--- src/rtl/airi5c_rf_wr_arbiter_pkg.sv ---
// Shared definitions for the register-file write-port arbiter: widths,
// sequencer state encoding and requester identifiers.
package airi5c_rf_wr_arbiter_pkg;

  localparam int unsigned REG_ADDR_WIDTH = 5;
  localparam int unsigned XPR_LEN        = 32;

  localparam int unsigned ADDR_W = REG_ADDR_WIDTH;
  localparam int unsigned DATA_W = XPR_LEN;

  typedef enum logic {
    ARB_IDLE,
    ARB_PAIR_HI
  } arb_state_t;

  typedef enum logic [1:0] {
    REQ_NONE,
    REQ_DM,
    REQ_LL,
    REQ_PL
  } req_id_t;

endpackage

--- src/rtl/airi5c_rf_wr_arbiter_if.sv ---
// Request handshakes of the three write sources plus the register-file write
// port. The arbiter uses the slave view, requesters/register file the master view.
interface airi5c_rf_wr_arbiter_if #(
  parameter int unsigned ADDR_W = 5,
  parameter int unsigned DATA_W = 32
);
  logic              dm_valid_i;
  logic              dm_ready_o;
  logic [ADDR_W-1:0] dm_wa_i;
  logic [DATA_W-1:0] dm_wd_i;
  logic              dm_fpu_i;

  logic              ll_valid_i;
  logic              ll_ready_o;
  logic [ADDR_W-1:0] ll_wa_i;
  logic [DATA_W-1:0] ll_wd_i;
  logic [DATA_W-1:0] ll_wd2_i;
  logic              ll_pair_i;
  logic              ll_fpu_i;

  logic              pl_valid_i;
  logic              pl_ready_o;
  logic [ADDR_W-1:0] pl_wa_i;
  logic [DATA_W-1:0] pl_wd_i;
  logic [DATA_W-1:0] pl_wd2_i;
  logic              pl_pair_i;
  logic              pl_fpu_i;

  logic              wen_o;
  logic [ADDR_W-1:0] wa_o;
  logic [DATA_W-1:0] wd_o;
  logic              sel_fpu_o;
  logic              busy_o;
  logic              err_o;

  modport slave (
    input  dm_valid_i, dm_wa_i, dm_wd_i, dm_fpu_i,
    input  ll_valid_i, ll_wa_i, ll_wd_i, ll_wd2_i, ll_pair_i, ll_fpu_i,
    input  pl_valid_i, pl_wa_i, pl_wd_i, pl_wd2_i, pl_pair_i, pl_fpu_i,
    output dm_ready_o, ll_ready_o, pl_ready_o,
    output wen_o, wa_o, wd_o, sel_fpu_o, busy_o, err_o
  );

  modport master (
    output dm_valid_i, dm_wa_i, dm_wd_i, dm_fpu_i,
    output ll_valid_i, ll_wa_i, ll_wd_i, ll_wd2_i, ll_pair_i, ll_fpu_i,
    output pl_valid_i, pl_wa_i, pl_wd_i, pl_wd2_i, pl_pair_i, pl_fpu_i,
    input  dm_ready_o, ll_ready_o, pl_ready_o,
    input  wen_o, wa_o, wd_o, sel_fpu_o, busy_o, err_o
  );
endinterface

--- src/rtl/airi5c_rr_arb2.sv ---
// Two-way selector with pointer register: round-robin when RR_EN=1,
// fixed a-over-b priority otherwise. Pointer 0 favours a, 1 favours b.
module airi5c_rr_arb2 #(
  parameter bit RR_EN = 1'b0
) (
  input  logic clk,
  input  logic rst,
  input  logic req_a,
  input  logic req_b,
  input  logic adv,
  output logic gnt_a,
  output logic gnt_b
);
  logic ptr;
  logic prefer_b;

  assign prefer_b = RR_EN & ptr;
  assign gnt_a    = req_a & (~req_b | ~prefer_b);
  assign gnt_b    = req_b & (~req_a |  prefer_b);

  // Pointer moves to the requester that was not just served.
  always_ff @(posedge clk) begin
    if (rst) begin
      ptr <= 1'b0;
    end else if (adv && gnt_a) begin
      ptr <= 1'b1;
    end else if (adv && gnt_b) begin
      ptr <= 1'b0;
    end
  end
endmodule

--- src/rtl/airi5c_rf_wr_arbiter.sv ---
// Register-file write-port arbiter and 64-bit pair sequencer (dm > ll/pl).
// Define AIRI5C_RF_ARB_RR_EN for round-robin between ll and pl.
module airi5c_rf_wr_arbiter
  import airi5c_rf_wr_arbiter_pkg::*;
#(
  parameter int unsigned ADDR_W = REG_ADDR_WIDTH,
  parameter int unsigned DATA_W = XPR_LEN
) (
  input  logic                   clk_i,
  input  logic                   rst_i,
  airi5c_rf_wr_arbiter_if.slave  bus
);
`ifdef AIRI5C_RF_ARB_RR_EN
  localparam bit RR_EN = 1'b1;
`else
  localparam bit RR_EN = 1'b0;
`endif

  arb_state_t        state, state_next;
  req_id_t           gnt;
  logic              ll_gnt, pl_gnt, arb_adv;

  logic [ADDR_W-1:0] sel_wa;
  logic [DATA_W-1:0] sel_wd, sel_wd2;
  logic              sel_pair, sel_fpu;
  logic              transfer, pair_ok, is_x0;

  logic              wen, sel_fpu_q, busy, err;
  logic [ADDR_W-1:0] wa, hi_wa;
  logic [DATA_W-1:0] wd, hi_wd;

  assign arb_adv = (state == ARB_IDLE) && !bus.dm_valid_i;

  airi5c_rr_arb2 #(
    .RR_EN (RR_EN)
  ) u_ll_pl_arb (
    .clk   (clk_i),
    .rst   (rst_i),
    .req_a (bus.ll_valid_i),
    .req_b (bus.pl_valid_i),
    .adv   (arb_adv),
    .gnt_a (ll_gnt),
    .gnt_b (pl_gnt)
  );

  always_ff @(posedge clk_i) begin
    if (rst_i) begin
      state <= ARB_IDLE;
    end else begin
      state <= state_next;
    end
  end

  always_comb begin
    state_next = state;
    unique case (state)
      ARB_IDLE:    if (transfer && sel_pair && pair_ok) state_next = ARB_PAIR_HI;
      ARB_PAIR_HI: state_next = ARB_IDLE;
      default:     state_next = ARB_IDLE;
    endcase
  end

  always_comb begin
    gnt = REQ_NONE;
    if (state == ARB_IDLE) begin
      if (bus.dm_valid_i) begin
        gnt = REQ_DM;
      end else if (ll_gnt) begin
        gnt = REQ_LL;
      end else if (pl_gnt) begin
        gnt = REQ_PL;
      end
    end
  end

  assign bus.dm_ready_o = (gnt == REQ_DM);
  assign bus.ll_ready_o = (gnt == REQ_LL);
  assign bus.pl_ready_o = (gnt == REQ_PL);
  assign transfer       = (gnt != REQ_NONE);

  always_comb begin
    sel_wa   = '0;
    sel_wd   = '0;
    sel_wd2  = '0;
    sel_pair = 1'b0;
    sel_fpu  = 1'b0;
    unique case (gnt)
      REQ_DM: begin
        sel_wa  = bus.dm_wa_i;
        sel_wd  = bus.dm_wd_i;
        sel_fpu = bus.dm_fpu_i;
      end
      REQ_LL: begin
        sel_wa   = bus.ll_wa_i;
        sel_wd   = bus.ll_wd_i;
        sel_wd2  = bus.ll_wd2_i;
        sel_pair = bus.ll_pair_i;
        sel_fpu  = bus.ll_fpu_i;
      end
      REQ_PL: begin
        sel_wa   = bus.pl_wa_i;
        sel_wd   = bus.pl_wd_i;
        sel_wd2  = bus.pl_wd2_i;
        sel_pair = bus.pl_pair_i;
        sel_fpu  = bus.pl_fpu_i;
      end
      default: ;
    endcase
  end

  assign pair_ok = !sel_fpu && !sel_wa[0];
  assign is_x0   = !sel_fpu && (sel_wa == '0);

  // wa/wd/sel_fpu only move on an actual write so suppressed writes leave them unchanged.
  always_ff @(posedge clk_i) begin
    if (rst_i) begin
      wen       <= 1'b0;
      wa        <= '0;
      wd        <= '0;
      sel_fpu_q <= 1'b0;
      busy      <= 1'b0;
      err       <= 1'b0;
      hi_wa     <= '0;
      hi_wd     <= '0;
    end else begin
      wen  <= 1'b0;
      busy <= 1'b0;
      err  <= 1'b0;
      if (state == ARB_PAIR_HI) begin
        wen       <= 1'b1;
        wa        <= hi_wa;
        wd        <= hi_wd;
        sel_fpu_q <= 1'b0;
      end else if (transfer) begin
        if (sel_pair && !pair_ok) begin
          err <= 1'b1;
        end else begin
          if (sel_pair) begin
            busy  <= 1'b1;
            hi_wa <= {sel_wa[ADDR_W-1:1], 1'b1};
            hi_wd <= sel_wd2;
          end
          if (!is_x0) begin
            wen       <= 1'b1;
            wa        <= sel_wa;
            wd        <= sel_wd;
            sel_fpu_q <= sel_fpu;
          end
        end
      end
    end
  end

  assign bus.wen_o     = wen;
  assign bus.wa_o      = wa;
  assign bus.wd_o      = wd;
  assign bus.sel_fpu_o = sel_fpu_q;
  assign bus.busy_o    = busy;
  assign bus.err_o     = err;
endmodule

--- src/flat_wrapper.sv ---
// flat-port wrapper written by rule: the top's interface ports become plain ports
module airi5c_rf_wr_arbiter_flat import airi5c_rf_wr_arbiter_pkg::*;
#(
  parameter int unsigned ADDR_W = REG_ADDR_WIDTH,
  parameter int unsigned DATA_W = XPR_LEN
)
  (clk_i, rst_i, bus_dm_valid_i, bus_dm_wa_i, bus_dm_wd_i, bus_dm_fpu_i, bus_ll_valid_i, bus_ll_wa_i, bus_ll_wd_i, bus_ll_wd2_i, bus_ll_pair_i, bus_ll_fpu_i, bus_pl_valid_i, bus_pl_wa_i, bus_pl_wd_i, bus_pl_wd2_i, bus_pl_pair_i, bus_pl_fpu_i, bus_dm_ready_o, bus_ll_ready_o, bus_pl_ready_o, bus_wen_o, bus_wa_o, bus_wd_o, bus_sel_fpu_o, bus_busy_o, bus_err_o);
  airi5c_rf_wr_arbiter_if #(.ADDR_W(ADDR_W), .DATA_W(DATA_W)) bus_i ();
  input  logic clk_i;
  input  logic rst_i;
  input wire logic [$bits(bus_i.dm_valid_i)-1:0] bus_dm_valid_i;
  input wire logic [$bits(bus_i.dm_wa_i)-1:0] bus_dm_wa_i;
  input wire logic [$bits(bus_i.dm_wd_i)-1:0] bus_dm_wd_i;
  input wire logic [$bits(bus_i.dm_fpu_i)-1:0] bus_dm_fpu_i;
  input wire logic [$bits(bus_i.ll_valid_i)-1:0] bus_ll_valid_i;
  input wire logic [$bits(bus_i.ll_wa_i)-1:0] bus_ll_wa_i;
  input wire logic [$bits(bus_i.ll_wd_i)-1:0] bus_ll_wd_i;
  input wire logic [$bits(bus_i.ll_wd2_i)-1:0] bus_ll_wd2_i;
  input wire logic [$bits(bus_i.ll_pair_i)-1:0] bus_ll_pair_i;
  input wire logic [$bits(bus_i.ll_fpu_i)-1:0] bus_ll_fpu_i;
  input wire logic [$bits(bus_i.pl_valid_i)-1:0] bus_pl_valid_i;
  input wire logic [$bits(bus_i.pl_wa_i)-1:0] bus_pl_wa_i;
  input wire logic [$bits(bus_i.pl_wd_i)-1:0] bus_pl_wd_i;
  input wire logic [$bits(bus_i.pl_wd2_i)-1:0] bus_pl_wd2_i;
  input wire logic [$bits(bus_i.pl_pair_i)-1:0] bus_pl_pair_i;
  input wire logic [$bits(bus_i.pl_fpu_i)-1:0] bus_pl_fpu_i;
  output wire logic [$bits(bus_i.dm_ready_o)-1:0] bus_dm_ready_o;
  output wire logic [$bits(bus_i.ll_ready_o)-1:0] bus_ll_ready_o;
  output wire logic [$bits(bus_i.pl_ready_o)-1:0] bus_pl_ready_o;
  output wire logic [$bits(bus_i.wen_o)-1:0] bus_wen_o;
  output wire logic [$bits(bus_i.wa_o)-1:0] bus_wa_o;
  output wire logic [$bits(bus_i.wd_o)-1:0] bus_wd_o;
  output wire logic [$bits(bus_i.sel_fpu_o)-1:0] bus_sel_fpu_o;
  output wire logic [$bits(bus_i.busy_o)-1:0] bus_busy_o;
  output wire logic [$bits(bus_i.err_o)-1:0] bus_err_o;
  assign bus_i.dm_valid_i = bus_dm_valid_i;
  assign bus_i.dm_wa_i = bus_dm_wa_i;
  assign bus_i.dm_wd_i = bus_dm_wd_i;
  assign bus_i.dm_fpu_i = bus_dm_fpu_i;
  assign bus_i.ll_valid_i = bus_ll_valid_i;
  assign bus_i.ll_wa_i = bus_ll_wa_i;
  assign bus_i.ll_wd_i = bus_ll_wd_i;
  assign bus_i.ll_wd2_i = bus_ll_wd2_i;
  assign bus_i.ll_pair_i = bus_ll_pair_i;
  assign bus_i.ll_fpu_i = bus_ll_fpu_i;
  assign bus_i.pl_valid_i = bus_pl_valid_i;
  assign bus_i.pl_wa_i = bus_pl_wa_i;
  assign bus_i.pl_wd_i = bus_pl_wd_i;
  assign bus_i.pl_wd2_i = bus_pl_wd2_i;
  assign bus_i.pl_pair_i = bus_pl_pair_i;
  assign bus_i.pl_fpu_i = bus_pl_fpu_i;
  assign bus_dm_ready_o = bus_i.dm_ready_o;
  assign bus_ll_ready_o = bus_i.ll_ready_o;
  assign bus_pl_ready_o = bus_i.pl_ready_o;
  assign bus_wen_o = bus_i.wen_o;
  assign bus_wa_o = bus_i.wa_o;
  assign bus_wd_o = bus_i.wd_o;
  assign bus_sel_fpu_o = bus_i.sel_fpu_o;
  assign bus_busy_o = bus_i.busy_o;
  assign bus_err_o = bus_i.err_o;
  airi5c_rf_wr_arbiter #(.ADDR_W(ADDR_W), .DATA_W(DATA_W)) u_core (.clk_i(clk_i), .rst_i(rst_i), .bus(bus_i));
endmodule
--- config.mk ---
export PLATFORM = sky130hd
export DESIGN_NAME = airi5c_rf_wr_arbiter_flat
export DESIGN_NICKNAME = d
export VERILOG_FILES = /design/src/rtl/airi5c_rf_wr_arbiter_pkg.sv /design/src/rtl/airi5c_rf_wr_arbiter_if.sv /design/src/rtl/airi5c_rr_arb2.sv /design/src/rtl/airi5c_rf_wr_arbiter.sv /design/src/flat_wrapper.sv
export SDC_FILE = /design/constraint.sdc
export NUM_CORES = 1
export LEC_CHECK = 0
export CELL_PAD_IN_SITES_DETAIL_PLACEMENT = 2
export CELL_PAD_IN_SITES_GLOBAL_PLACEMENT = 2
export CORE_ASPECT_RATIO = 0.6
export CORE_MARGIN = 5
export CORE_UTILIZATION = 37
export DETAILED_ROUTE_END_ITERATION = 10
export DONT_BUFFER_PORTS = 1
export HOLD_SLACK_MARGIN = 0.1
export PLACE_DENSITY_LB_ADDON = 0.25
export SYNTH_ARGS = -nofsm -noshare
export SYNTH_HDL_FRONTEND = slang
export SYNTH_HIERARCHICAL = 1
export SYNTH_SLANG_ARGS = --single-unit
--- constraint.sdc ---
create_clock -name clk_i -period 3.6 [get_ports clk_i]
set_clock_uncertainty 0.1 [all_clocks]
set_input_delay 0.36 -clock clk_i [delete_from_list [all_inputs] [get_ports clk_i]]
set_output_delay 0.36 -clock clk_i [all_outputs]
set_load 0.05 [all_outputs]
# ---- Yosys cells after proc, flatten, opt, wreduce, memory -nomap -nowiden
# Index checks and enable logic that the tools add are counted.
dict set report word_totals {
  wordCells 62
  input_bits 185
  register_bits 79
}
dict set report op_classes {
  n_reduce_logical 17
  muxes 25
  n_bitwise 6
  eq_ne 5
}
# cell n
set ops {}
lappend ops {{$mux W32} 4}
lappend ops {{$pmux W32 S3} 1}
lappend ops {{$pmux W32 S2} 1}
lappend ops {{$mux W5} 4}
lappend ops {{$pmux W5 S3} 1}
lappend ops {{$mux W2} 4}
lappend ops {{$mux W1} 7}
lappend ops {{$reduce_and A3 Y1} 2}
lappend ops {{$logic_and A1 B1 Y1} 5}
lappend ops {{$logic_not A5 Y1} 1}
lappend ops {{$not A1 Y1} 5}
lappend ops {{$eq A2 B2 Y1 const B} 2}
lappend ops {{$ne A2 B1 Y1 const B} 2}
lappend ops {{$pmux W1 S2} 2}
lappend ops {{$reduce_and A4 Y1} 1}
lappend ops {{$reduce_bool A2 Y1} 2}
lappend ops {{$reduce_or A4 Y1} 1}
lappend ops {{$logic_not A1 Y1} 3}
lappend ops {{$pmux W1 S3} 1}
lappend ops {{$reduce_or A3 Y1} 1}
lappend ops {{$eq A2 B1 Y1 const B} 1}
lappend ops {{$reduce_or A2 Y1} 1}
lappend ops {{$and A1 B1 Y1} 1}

# ---- Logic depth before layout (Yosys ltp)
dict set report logic_depth {
  ltp_word 15
  ltp_mapped 8
}

# ---- Modules after synthesis
# The synthesis kept the hierarchy.
# module instances seq_area_each_um2 area_each_um2 cells_each
set modules_own_cells {}
lappend modules_own_cells {airi5c_rf_wr_arbiter 1 1581.5 3983.8 435}
lappend modules_own_cells {airi5c_rr_arb2 1 0.0 21.3 2}

# ---- Worst setup path after synthesis
# OpenSTA, ideal clock, no wires.
dict set report synth_path {
  path_type {input port to flip-flop}
  from {input port bus_ll_valid_i}
  to {register u_core.wa[1] (netlist: u_core/bus.wa_o[1])}
  t_arrival_ns 1.838
  setup_time_ns 0.122
  required_time_ns 3.378
  path_slack_ns 1.540
  cell_stages 7
  cell_sequence {buf_4 -> or3b_1 -> a31oi_2 -> a31o_2 -> a21oi_4 -> buf_6 -> a221o_1}
}
dict set report synth_via {
  elab_chain_len 14
}
# element line_no
set synth_rtl {}
lappend synth_rtl {{start: declaration} flat_wrapper.sv:15} ;# input wire logic [$bits(bus_i.ll_valid_i)-1:0] bus_ll_valid_i;
lappend synth_rtl {{$not A1 Y1} airi5c_rr_arb2.sv:19} ;# assign gnt_b = req_b & (~req_a | prefer_b);
lappend synth_rtl {{$and A1 B1 Y1} airi5c_rr_arb2.sv:19}
lappend synth_rtl {{$mux W2} airi5c_rf_wr_arbiter.sv:70} ;# end else if (pl_gnt) begin
lappend synth_rtl {{$mux W2 *} airi5c_rf_wr_arbiter.sv:68} ;# end else if (ll_gnt) begin
lappend synth_rtl {{$mux W2 *} airi5c_rf_wr_arbiter.sv:66} ;# if (bus.dm_valid_i) begin
lappend synth_rtl {{$mux W2 *} airi5c_rf_wr_arbiter.sv:65} ;# if (state == ARB_IDLE) begin
lappend synth_rtl {{$eq A2 B2 Y1 or $eq A2 B1 Y1 (tied branches)} airi5c_rf_wr_arbiter.sv:87} ;# unique case (gnt)
lappend synth_rtl {{$pmux W1 S3 or $pmux W5 S3 (tied branches)} airi5c_rf_wr_arbiter.sv:87}
lappend synth_rtl {{$logic_not A1 Y1, on equally long branches} {airi5c_rf_wr_arbiter.sv:111, airi5c_rf_wr_arbiter.sv:112}}
lappend synth_rtl {{$logic_and A1 B1 Y1} airi5c_rf_wr_arbiter.sv:111} ;# assign pair_ok = !sel_fpu && !sel_wa[0];
lappend synth_rtl {{$logic_not A1 Y1} airi5c_rf_wr_arbiter.sv:135} ;# if (sel_pair && !pair_ok) begin
lappend synth_rtl {{$logic_and A1 B1 Y1} airi5c_rf_wr_arbiter.sv:135}
lappend synth_rtl {{$ne A2 B1 Y1 (no line)} --}
lappend synth_rtl {{$reduce_and A3 Y1 (no line)} --}
lappend synth_rtl {{end signal: assignment} airi5c_rf_wr_arbiter.sv:131} ;# wa <= hi_wa;
lappend synth_rtl {{end signal: assignment} airi5c_rf_wr_arbiter.sv:145} ;# wa <= sel_wa;
lappend synth_rtl {{end: declaration} airi5c_rf_wr_arbiter.sv:29} ;# logic [ADDR_W-1:0] wa, hi_wa;
# Every way passes the cells marked *; elsewhere a longest branch is shown, timed or not. The select of a mux whose other input is x is not followed.
# A chain may end at the register's enable or synchronous reset.

# ---- Final worst setup path
dict set report layout_path {
  from {input port bus_pl_valid_i}
  to {output port bus_pl_ready_o}
}
dict set report layout_via {
  elab_chain_len 6
}
# element line_no
set layout_rtl {}
lappend layout_rtl {{start: declaration} flat_wrapper.sv:21} ;# input wire logic [$bits(bus_i.pl_valid_i)-1:0] bus_pl_valid_i;
lappend layout_rtl {{$and A1 B1 Y1} airi5c_rr_arb2.sv:19}
lappend layout_rtl {{$mux W2} airi5c_rf_wr_arbiter.sv:70}
lappend layout_rtl {{$mux W2} airi5c_rf_wr_arbiter.sv:68}
lappend layout_rtl {{$mux W2} airi5c_rf_wr_arbiter.sv:66}
lappend layout_rtl {{$mux W2} airi5c_rf_wr_arbiter.sv:65}
lappend layout_rtl {{$eq A2 B2 Y1} airi5c_rf_wr_arbiter.sv:78} ;# assign bus.pl_ready_o = (gnt == REQ_PL);
lappend layout_rtl {{end: declaration} flat_wrapper.sv:29} ;# output wire logic [$bits(bus_i.pl_ready_o)-1:0] bus_pl_ready_o;
# No other way between the ends.

==> flow_summary.toml <==
[run_status]
status = "completed"

[cts]
root_buffer = "clkbuf_16"
cts_tree = "done"
cts-resized-gates = 0
cts_htree_levels = 3
worstSkewPairLatency_ns = 0.33
cts_sinks = 79
cts_buffer_depth = 2
numCtsBuffers = 9
path_clk_slew_ns = 0.06

[drt]
wl_mm = 15.2
vias = 3727
ant_nets = 0
drt_iter0_drc = 293
drc = 0
drtPass1Iterations = 6
wl_per_cell_um = 27.6
viasPerCell = 6.78

[placement]
dp_hpwl_mm = 10.4
portBuffers = 0
place_congestion = 0.850

[yosys]
yosysSeqAreaShare_pct = 39.5
synth_fp_nets = 622
ys_types = 38
synth_area_mm2 = 0.00401
synth_seq_cells = 79
synth_cells = 437
yosys.area.top_type = "dfxtp_1"
avgSynthCellArea_um2 = 9.16
synth.area.top_cells = "dfxtp_1 39%, a222oi_1 9.5%, a221o_1 8.7%"
yosysWarnings = 6
synth_top_area_share_pct = 39.5

[setup_path]
required_ns = 3.14
path_cells = "nor2b_4, nor2b_1, and2_2, buf_4"
crit_arrival_ns = 2.21
slowest_delay_ns = 1.01
end_kind = "primary output"
cpMaxStageDelayCell = "and2_2"
crit_family = "simple AND/OR/NAND/NOR gates"
critPathMaxFanout = 67
worst_setup_path_start_kind = "input port"
worstSetupPathType = "input port to primary output"
path_buf_inv = 1

[floorplan]
fp.dieW_um = 144
die_area_mm2 = 0.0131
initial_core_util_pct = 37.9
core_area_mm2 = 0.0106
die_h_um = 90.6
ios = 229
rows = 29

[power_and_ir_drop]
p_leak_nw = 1.49
ir_drop_mv = 0.232
p_per_area_mw_per_mm2 = 540

[sta]
finalSetupViolCount = 0
finalHoldViolCount = 0
fin_setup_tns_ns = 0
rsz0062_at_grt = "no"
fin_crit_ns = 2.67
hold_ws_ns = 0.128
fin_crit_sh_pct = 74.1
drv_slew = 0
relSlewSlack_pct = 18.5
max_clock_freq_ghz = 0.375
worst_pin_slew_ns = 1.22

[global_routing]
grt.total_usage_pct = 22.2
grt.overflow.total = 0
grt_max_degree = 68
grt_pass1_wl_mm = 22.9
grt_pass1_vias = 4116
grt_antenna_before_repair = 0

[layout]
syn2layout_area_growth_pct = 8.97
nNetsFinal = 592
drive_gt1_share_pct = 10.2
diodes = 0

[min_path]
min_path_type = "input port to flop"

[flow_run]
maxCapViolations = 0
-- cell type report --
cell class,count,area (um2)
Tap cell,139,174
Inverter,1,3.75
Clock buffer,10,229
Timing Repair Buffer,12,103
Sequential cell,79,1580
Clock inverter,5,82.6
Fill cell,1120,6190
Multi-Input combinational cell,304,2190
-- placed cells by master (no fill, tap or decap), types with 3 or more instances in the layout --
master     synthesis  layout
a211oi_1          37      37
a21oi_1           42      42
a221o_1           35      35
a222oi_1          38      38
a22oi_1           33      33
a31oi_1            3       3
and2_1            38      37
buf_4              2      11
clkbuf_16          0       9
dfxtp_1           79      79
nand2_1            3       3
nand2b_1           3       3
nor2_1            41      40
or4_1              4       4
-- worst min-delay path: stages --
cell     delay [ns]
nor2_1         0.05
nand2_1        0.06
a21oi_1        0.04
-- metrics by stage --
step,cell area [um2],power [W],worst slack (ns),util (%),std cells
global placement,4030,0.00139,0.918,38.2,534
global route,4360,0.00246,0.817,41.3,550
CTS,4360,0.00239,0.934,41.3,550
detailed placement,4030,0.00140,0.744,38.2,534
finish,4360,0.00236,0.931,41.3,550
floorplan,4010,0.00134,1.54,-,437
-- synth_stat cells, drive strengths merged --
| master | n |
|---|---|
| a211oi | 37 |
| a21o | 2 |
| a21oi | 43 |
| a221o | 35 |
| a222oi | 38 |
| a22oi | 33 |
| a31o | 2 |
| a31oi | 5 |
| and2 | 38 |
| and3 | 2 |
| buf | 23 |
| clkbuf | 30 |
| dfxtp | 79 |
| inv | 1 |
| nand2 | 3 |
| nand2b | 3 |
| nand3b | 1 |
| nor2 | 42 |
| nor2b | 4 |
| nor3 | 1 |
| nor3b | 1 |
| nor4 | 1 |
| o21a | 1 |
| o21ai | 4 |
| o221ai | 1 |
| or2 | 1 |
| or3b | 2 |
| or4 | 4 |
-- sequential cells by signal (all words and copies together) (netlist names) --
register,count
u_core/state,1
u_core/bus.err_o,1
u_core/hi_wd,32
u_core/bus.wen_o,1
u_core/bus.wa_o,5
u_core/bus.wd_o,32
u_core/bus.busy_o,1
u_core/hi_wa,5
u_core/bus.sel_fpu_o,1
-- report_power, final --
part / total, W / leakage (nW) / internal, W / switching, W
registers: 0.00111 / 0.646 / 0.000933 / 0.000175
clock network: 0.000963 / 0.153 / 0.000606 / 0.000357
logic: 0.000287 / 0.687 / 0.000109 / 0.000179
total: 0.00236 / 1.49 / 0.00165 / 0.000710
-- timing repair --
action / CTS / global route
buffers inserted: 0 / 0
hold buffers: 1 / 0
endpoints found under the hold margin: 40 / 0
-- path summary, 6_finish.rpt --
kind / startpoint / endpoint / slack, ns / depth (start not counted)
worst max-delay path: bus_pl_valid_i / bus_pl_ready_o / 0.93 / 4
worst min-delay path: rst_i / u_core/bus.err_o / 0.13 / 3
worst max register to register: u_core/state / u_core/bus.wa_o[2] / 1.14 / 5
worst min register to register: u_core/hi_wa[0] / u_core/hi_wa[0] / 0.39 / 2
-- cell families (layout without fill, tap and decap cells) --
group                  Yosys count  in the layout  share of synthesized area (%)
AND/OR/NAND/NOR                103            103                           14.2
flip-flops                      79             79                           39.5
AO/OA/AOI/OAI                  201            201                           39.9
buffers and inverters           54             28                           6.34
-- metal layers --
metal,vias to the layer above,share of wire [%],global-route usage [%]
met4,0,0.68,5.43
met2,181,47,36.6
met3,7,10,6.61
met5,-,0,0
li1,1698,-,-
met1,1841,42,28.4
Power figures use the tool's default switching activity.
